==> src/rtl/mem_arbiter.sv <==
// Round-robin arbiter sharing one memory-controller port between icache (read-only) and dcache (read/write).
// Latches the granted request and counts mem_valid beats to the end of the burst.
module mem_arbiter #(
  parameter int ADDRBITS  = 32,
  parameter int DATABITS  = 32,
  parameter int BURSTBITS = 16
) (
  input  logic                 clk,
  input  logic                 reset_n,
  // icache
  input  logic [ADDRBITS-1:0]  ic_addr,
  input  logic                 ic_rdreq,
  input  logic [BURSTBITS-1:0] ic_burstlen,
  output logic [DATABITS-1:0]  ic_dataout,
  output logic                 ic_valid,
  output logic                 ic_done,
  // dcache
  input  logic [ADDRBITS-1:0]  dc_addr,
  input  logic [DATABITS-1:0]  dc_datain,
  input  logic                 dc_rdreq,
  input  logic                 dc_wrreq,
  input  logic [BURSTBITS-1:0] dc_burstlen,
  output logic [DATABITS-1:0]  dc_dataout,
  output logic                 dc_valid,
  output logic                 dc_done,
  // memory controller
  output logic [ADDRBITS-1:0]  mem_addr,
  output logic [DATABITS-1:0]  mem_in,
  output logic                 mem_rdreq,
  output logic                 mem_wrreq,
  output logic [BURSTBITS-1:0] mem_burstlen,
  input  logic [DATABITS-1:0]  mem_out,
  input  logic                 mem_valid
);

  typedef enum logic [1:0] {IDLE, BUSY_I, BUSY_D, TURN} state_t;

  state_t               state_q, state_d;
  logic                 rr_last_q, rr_last_d;   // 1 = dcache was granted last
  logic [ADDRBITS-1:0]  addr_q, addr_d;
  logic [BURSTBITS-1:0] burst_q, burst_d;
  logic [BURSTBITS-1:0] cnt_q, cnt_d;
  logic                 wr_q, wr_d;
  logic                 rdreq_q, rdreq_d;
  logic                 wrreq_q, wrreq_d;

  logic                 ic_req, dc_req, grant_dc, last_beat;
  logic [BURSTBITS-1:0] req_len;

  assign ic_req    = ic_rdreq;
  assign dc_req    = dc_rdreq | dc_wrreq;
  // On conflict the requester that was not granted last wins.
  assign grant_dc  = dc_req & (~ic_req | ~rr_last_q);
  assign req_len   = grant_dc ? dc_burstlen : ic_burstlen;
  assign last_beat = mem_valid && (cnt_q == burst_q - BURSTBITS'(1));

  always_ff @(posedge clk or negedge reset_n) begin
    if (!reset_n) begin
      state_q   <= IDLE;
      rr_last_q <= 1'b1;
      addr_q    <= '0;
      burst_q   <= '0;
      cnt_q     <= '0;
      wr_q      <= 1'b0;
      rdreq_q   <= 1'b0;
      wrreq_q   <= 1'b0;
    end else begin
      state_q   <= state_d;
      rr_last_q <= rr_last_d;
      addr_q    <= addr_d;
      burst_q   <= burst_d;
      cnt_q     <= cnt_d;
      wr_q      <= wr_d;
      rdreq_q   <= rdreq_d;
      wrreq_q   <= wrreq_d;
    end
  end

  always_comb begin
    state_d   = state_q;
    rr_last_d = rr_last_q;
    addr_d    = addr_q;
    burst_d   = burst_q;
    cnt_d     = cnt_q;
    wr_d      = wr_q;
    rdreq_d   = rdreq_q;
    wrreq_d   = wrreq_q;
    case (state_q)
      IDLE: begin
        if (ic_req || dc_req) begin
          state_d   = grant_dc ? BUSY_D : BUSY_I;
          rr_last_d = grant_dc;
          addr_d    = grant_dc ? dc_addr : ic_addr;
          burst_d   = (req_len == '0) ? BURSTBITS'(1) : req_len;
          wr_d      = grant_dc & dc_wrreq;
          rdreq_d   = ~(grant_dc & dc_wrreq);
          wrreq_d   = grant_dc & dc_wrreq;
          cnt_d     = '0;
        end
      end
      BUSY_I, BUSY_D: begin
        if (mem_valid) begin
          cnt_d = cnt_q + BURSTBITS'(1);
        end
        if (last_beat) begin
          state_d = TURN;
          cnt_d   = '0;
          rdreq_d = 1'b0;
          wrreq_d = 1'b0;
        end
      end
      TURN:    state_d = IDLE;
      default: state_d = IDLE;
    endcase
  end

  assign mem_addr     = addr_q;
  assign mem_burstlen = burst_q;
  assign mem_rdreq    = rdreq_q;
  assign mem_wrreq    = wrreq_q;
  assign mem_in       = (state_q == BUSY_D && wr_q) ? dc_datain : '0;

  assign ic_valid   = (state_q == BUSY_I) & mem_valid;
  assign ic_dataout = (state_q == BUSY_I) ? mem_out : '0;
  assign ic_done    = (state_q == BUSY_I) & last_beat;

  assign dc_valid   = (state_q == BUSY_D) & mem_valid;
  assign dc_dataout = (state_q == BUSY_D) ? mem_out : '0;
  assign dc_done    = (state_q == BUSY_D) & last_beat;

endmodule

==> config.mk <==
export PLATFORM = sky130hd
export DESIGN_NAME = mem_arbiter
export DESIGN_NICKNAME = d
export VERILOG_FILES = /design/src/rtl/mem_arbiter.sv
export SDC_FILE = /design/constraint.sdc
export NUM_CORES = 1
export LEC_CHECK = 0
export CAP_MARGIN = 10
export CORE_MARGIN = 2
export CORE_UTILIZATION = 33
export DETAILED_ROUTE_END_ITERATION = 12
export GPL_ROUTABILITY_DRIVEN = 0
export HOLD_SLACK_MARGIN = 0.1
export PLACE_DENSITY = 0.77
export SLEW_MARGIN = 40
export SYNTH_ARGS = -nofsm -noshare
export SYNTH_HDL_FRONTEND = slang
export SYNTH_SLANG_ARGS = --single-unit
export TNS_END_PERCENT = 100
==> constraint.sdc <==
create_clock -name clk -period 3 [get_ports clk]
set_clock_uncertainty 0.15 [all_clocks]
set_input_delay 0.6 -clock clk [delete_from_list [all_inputs] [get_ports clk]]
set_output_delay 0.6 -clock clk [all_outputs]
set_load 0.01 [all_outputs]
# Word level (Yosys, flattened, before mapping)
# Index checks and enable logic that the tools add are counted.
op_classes:
  addsub: 2
  n_eq_ne: 7
  mux: 19
  n_bitwise: 11
  reduce_logical: 11
op_table:
  columns: ["cell", "n"]
  rows:
  - ["two-way mux 32 bit", 4]
  - ["two-way mux 16 bit", 5]
  - ["one-hot mux 16 bit (2 select lines)", 1]
  - ["adder 16 x 1 -> 16 bit (second input constant)", 1]
  - ["== test 16 bit", 1]
  - ["logical NOT 16 bit", 1]
  - ["subtractor 16 x 1 -> 16 bit (second input constant)", 1]
  - ["bitwise AND 1 bit", 6]
  - ["two-way mux 2 bit", 3]
  - ["one-hot mux 2 bit (3 select lines)", 1]
  - ["AND reduction 3 bit", 2]
  - ["== test 2 bit (second input constant)", 2]
  - ["!= test 2 bit (second input constant)", 2]
  - ["one-hot mux 1 bit (2 select lines)", 2]
  - ["AND reduction 2 bit", 2]
  - ["two-way mux 1 bit", 3]
  - ["!= test 3 bit (second input constant)", 1]
  - ["NOT 1 bit", 3]
  - ["== test 2 x 1 -> 1 bit (second input constant)", 1]
  - ["logical AND 1 bit", 2]
  - ["logical NOT 2 bit", 1]
  - ["OR 1 bit", 2]
  - ["nonzero test 2 bit", 1]
  - ["OR reduction 2 bit", 1]
  - ["logical OR 1 bit", 1]
totals:
  ff_bits: 70
  out_inout_bits: 150
  wordCells: 58

# Longest topological paths before layout
depth:
  depth_word: 7
  ltp_mapped: 10

# Worst setup path before layout
# OpenSTA, ideal clock, no wires.
synth_path:
  path_kind: "reg-to-output"
  startpoint: "reg burst_q[5], in the netlist mem_burstlen[5]"
  endpoint: "out dc_done"
  arrival_ps: 2307
  slack_ps: -57
  stages_incl_launch_ff: 7
  path_buffers: 0
  cell_sequence: "dfrtp_1 or4_4 or4b_1 o21ai_1 nor2_1 nor4_1 and2_1"
synth_via:
  elab_chain_len: 4
synth_rtl:
  columns: ["element", "line", "text"]
  rows:
  - ["from (decl)", "41", "logic [BURSTBITS-1:0] burst_q, burst_d;"]
  - ["from (signal assigned)", "71", "burst_q <= burst_d;"]
  - ["subtractor 16 x 1 -> 16 bit", "55", "assign last_beat = mem_valid && (cnt_q == burst_q - BURSTBITS'(1));"]
  - ["== test 16 bit", "55", null]
  - ["logical AND 1 bit", "55", null]
  - ["bitwise AND 1 bit", "129", "assign dc_done = (state_q == BUSY_D) & last_beat;"]
  - ["to (decl)", "25", "output logic dc_done,"]
# No other way between the ends.

# Worst setup path after layout
layout_path:
  startpoint: "reg burst_q[6], in the netlist mem_burstlen[6]"
  endpoint: "out ic_done"
layout_via:
  elab_chain_len: 4
layout_rtl:
  columns: ["element", "line", "text"]
  rows:
  - ["subtractor 16 x 1 -> 16 bit", "55", null]
  - ["== test 16 bit", "55", null]
  - ["logical AND 1 bit", "55", null]
  - ["bitwise AND 1 bit", "125", "assign ic_done = (state_q == BUSY_I) & last_beat;"]
  - ["to (decl)", "16", "output logic ic_done,"]
# No other way between the ends.

==> run metrics <==
clk buf depth=2; first-pass GRT wire length=approximately 29000 um; Nets=roughly 1100; final std cells w/o fill=1110; crit start category=flip-flop; GRT Residual Overflow=0; IO Count=316; most common flop cell mapped by yosys=dfrtp_1; drt initial violations=about 170; maxcap violations=0; Die Y=roughly 130 um; Worst Path Max Fanout=2; Worst VDD drop=0.379 mV; post-synthesis cell area=0.00486 mm^2; Root Driver=clkbuf_16; # port buffers=between 300 and 400; antenna violations before repair=1; vias in the first global route=5409; Max Freq=290 MHz; Slew HR=0.472; Cell Chain, Critical Path=or4_4 -> or4b_4 -> buf_4 -> nand4_1 -> o21ai_4 -> nor2_4 -> nor4_4 -> buf_4 -> and2_1 -> buf_2; syn nets=735; DIE WIDTH=125 um; Util after Layout=0.626; finished layout cell area=0.00906 mm^2; final number of setup-violating endpoints=3; Avg Cell Area, Syn=8.66 um^2; clk slew on worst S/H paths=0.06 ns; worst hold slack=around 0.12 ns; slowest cell delay on critical path=0.52 ns; sequential share of the synthesized area=0.360; total global-route track usage=0.232; hold crit path type=input port to async pin; worst path required time=roughly 2.3 ns; final period utilization=1.15; TritonRoute pass-1 iters=4; TritonCTS Sinks=70; total power=7.47 mW; RSZ-0062 raised after global routing=true; crit path max-delay cell type=or4_4; HPWL after DPL=15100 um; Vias/cell=~4.9; worst reg-to-reg path cell count=11; Placed Instance Area=0.00871 mm^2; Critical Path Stages=10; Fin. Hold Viols=0; crit path kind=flip-flop to primary output; effective utilization at floorplan=0.336; Yosys cell types=51; CP Capture Type=primary output; #FFs+latches synth=70; Tmin final=3.45 ns; P&R area growth vs syn=86.3%; Filler cells=1220; Yosys top cell by area=dfrtp_1; CP bufs+invs=3; Slew Limit Fails=0; DRC=0; most frequent cells in the layout=clkdlybuf4s50_1 (312), and2_1 (69), dfrtp_1 (68); top cell type's share of synthesized area=0.355; CORE AREA=~0.014 mm^2; via count=between 5000 and 6000; Setup WS post-layout=-0.447 ns; cell class contributing the biggest share of worst-path delay=simple AND/OR/NAND/NOR gates; ANT cells=0; CP arrival=2.70 ns; Num CTS Buffers=9; placed cell count=roughly 1100; final wirelength=18700 um; synth warn=0; failing checks=negative setup slack; H-tree levels=3; Die ar.=0.0157 mm^2; ys async rst share=1.00; FF-to-FF setup slack=0 ns; Clock Latency Late Sink=between 0.3 and 0.4 ns; largest net degree at the start of global routing=slightly above 70; Final ANT Viol Nets=0; CP most frequent cell=buf_4; Synth area leaders=dfrtp_1 (35%), mux2i_1 (9.7%), and2_1 (8.9%); leakage power=3.91 nW; Power Dens Cells=824 mW/mm^2; EDFF count, synth=0; WL per Instance=roughly 17 um; status=complete, but fails checks; Post-Syn Instances=562; CTS tree=yes; share of cells above drive strength 1=0.135; most common cell after layout, fill and taps aside=clkdlybuf4s50_1; actual slew at the worst max-slew pin=0.790 ns; FP Rows=44
[timing repair]
action	CTS	global route
hold buffers	0	0
resized for setup	11	13
buffers inserted	0	1
pin swaps	6	5
endpoints found under the setup margin	16	22
[cell usage after synthesis (all sizes together) (2+ instances only)]
library cell and instances:
nand3b 2, o21ai 59, o211ai 4, ha 7, a21oi 7, o31ai 2, or4 3, mux2i 47
o31a 3, inv 8, or2 2, a211oi 2, a311oi 3, nor4b 2, nor3 24, nand2b 2
dfrtp 69, clkbuf 35, xor2 9, nand4 5, nor4 11, nor2b 6, xnor2 25, and2 69
or3 4, nand2 67, nand3 13, buf 3, and3 34, nor2 23
[power by group]
group | leakage (nW) | switching, mW | internal, mW
Combinational | 2.89 | 2.37 | 2.52
Sequential | 0.882 | 0.270 | 1.34
Clock | 0.135 | 0.389 | 0.582
Total | 3.91 | 3.03 | 4.44
[sequential cells by signal (all words and copies together) (netlist names)]
name / flops
mem_rdreq: 1
mem_burstlen: 16
wr_q: 1
mem_addr: 32
rr_last_q: 1
cnt_q: 16
state_q: 2
mem_wrreq: 1
[path summary, 6_finish.rpt]
kind	from	end
hold reg to reg	mem_addr[19]	mem_addr[19]
setup reg to reg	mem_burstlen[6]	state_q[1]
min in group clk	mem_addr[19]	mem_addr[19]
setup / recovery	mem_burstlen[6]	ic_done
max in group asynchronous	reset_n	mem_addr[8]
hold / removal	reset_n	mem_burstlen[6]
[metal layers]
metal  vias up  global-route usage  part of all wire  wire length, um
met2       190               0.372              0.47             8790
met5         -                   0           0.00053               10
met4         2              0.0706             0.019              365
met3        28              0.0522             0.068             1270
li1       2679                   -                 -                -
met1      2495               0.315              0.44             8300
[layout make-up]
type / instances / area, um^2 / share of cell area
repair buffers: 386 / 3730 / 0.411
multi-input cells: 446 / 3050 / 0.336
flip-flops and latches: 70 / 1750 / 0.194
clock buffers: 11 / 243 / 0.0268
well taps: 184 / 230 / 0.0254
clock inverters: 5 / 35.0 / 0.00387
inverters: 8 / 30.0 / 0.00331
[cells by family after synthesis]
family	count (synthesis)	synth area share
compound gates	89	0.111
xor+xnor	34	0.0612
fa+ha+maj	7	0.0180
buf+inv	46	0.0376
flops	70	0.360
mux	47	0.0967
simple gates	269	0.316
[through the flow]
step	TNS (ns)	setup WS (ns)
3_5_place_dp	-1.62	-0.804
6_report	-0.878	-0.447
2_1_floorplan	0	0.00962
3_3_place_gp	-1.55	-0.778
4_1_cts	-1.06	-0.531
5_1_grt	-2.36	-0.566
(Power assumes the default switching activity.)
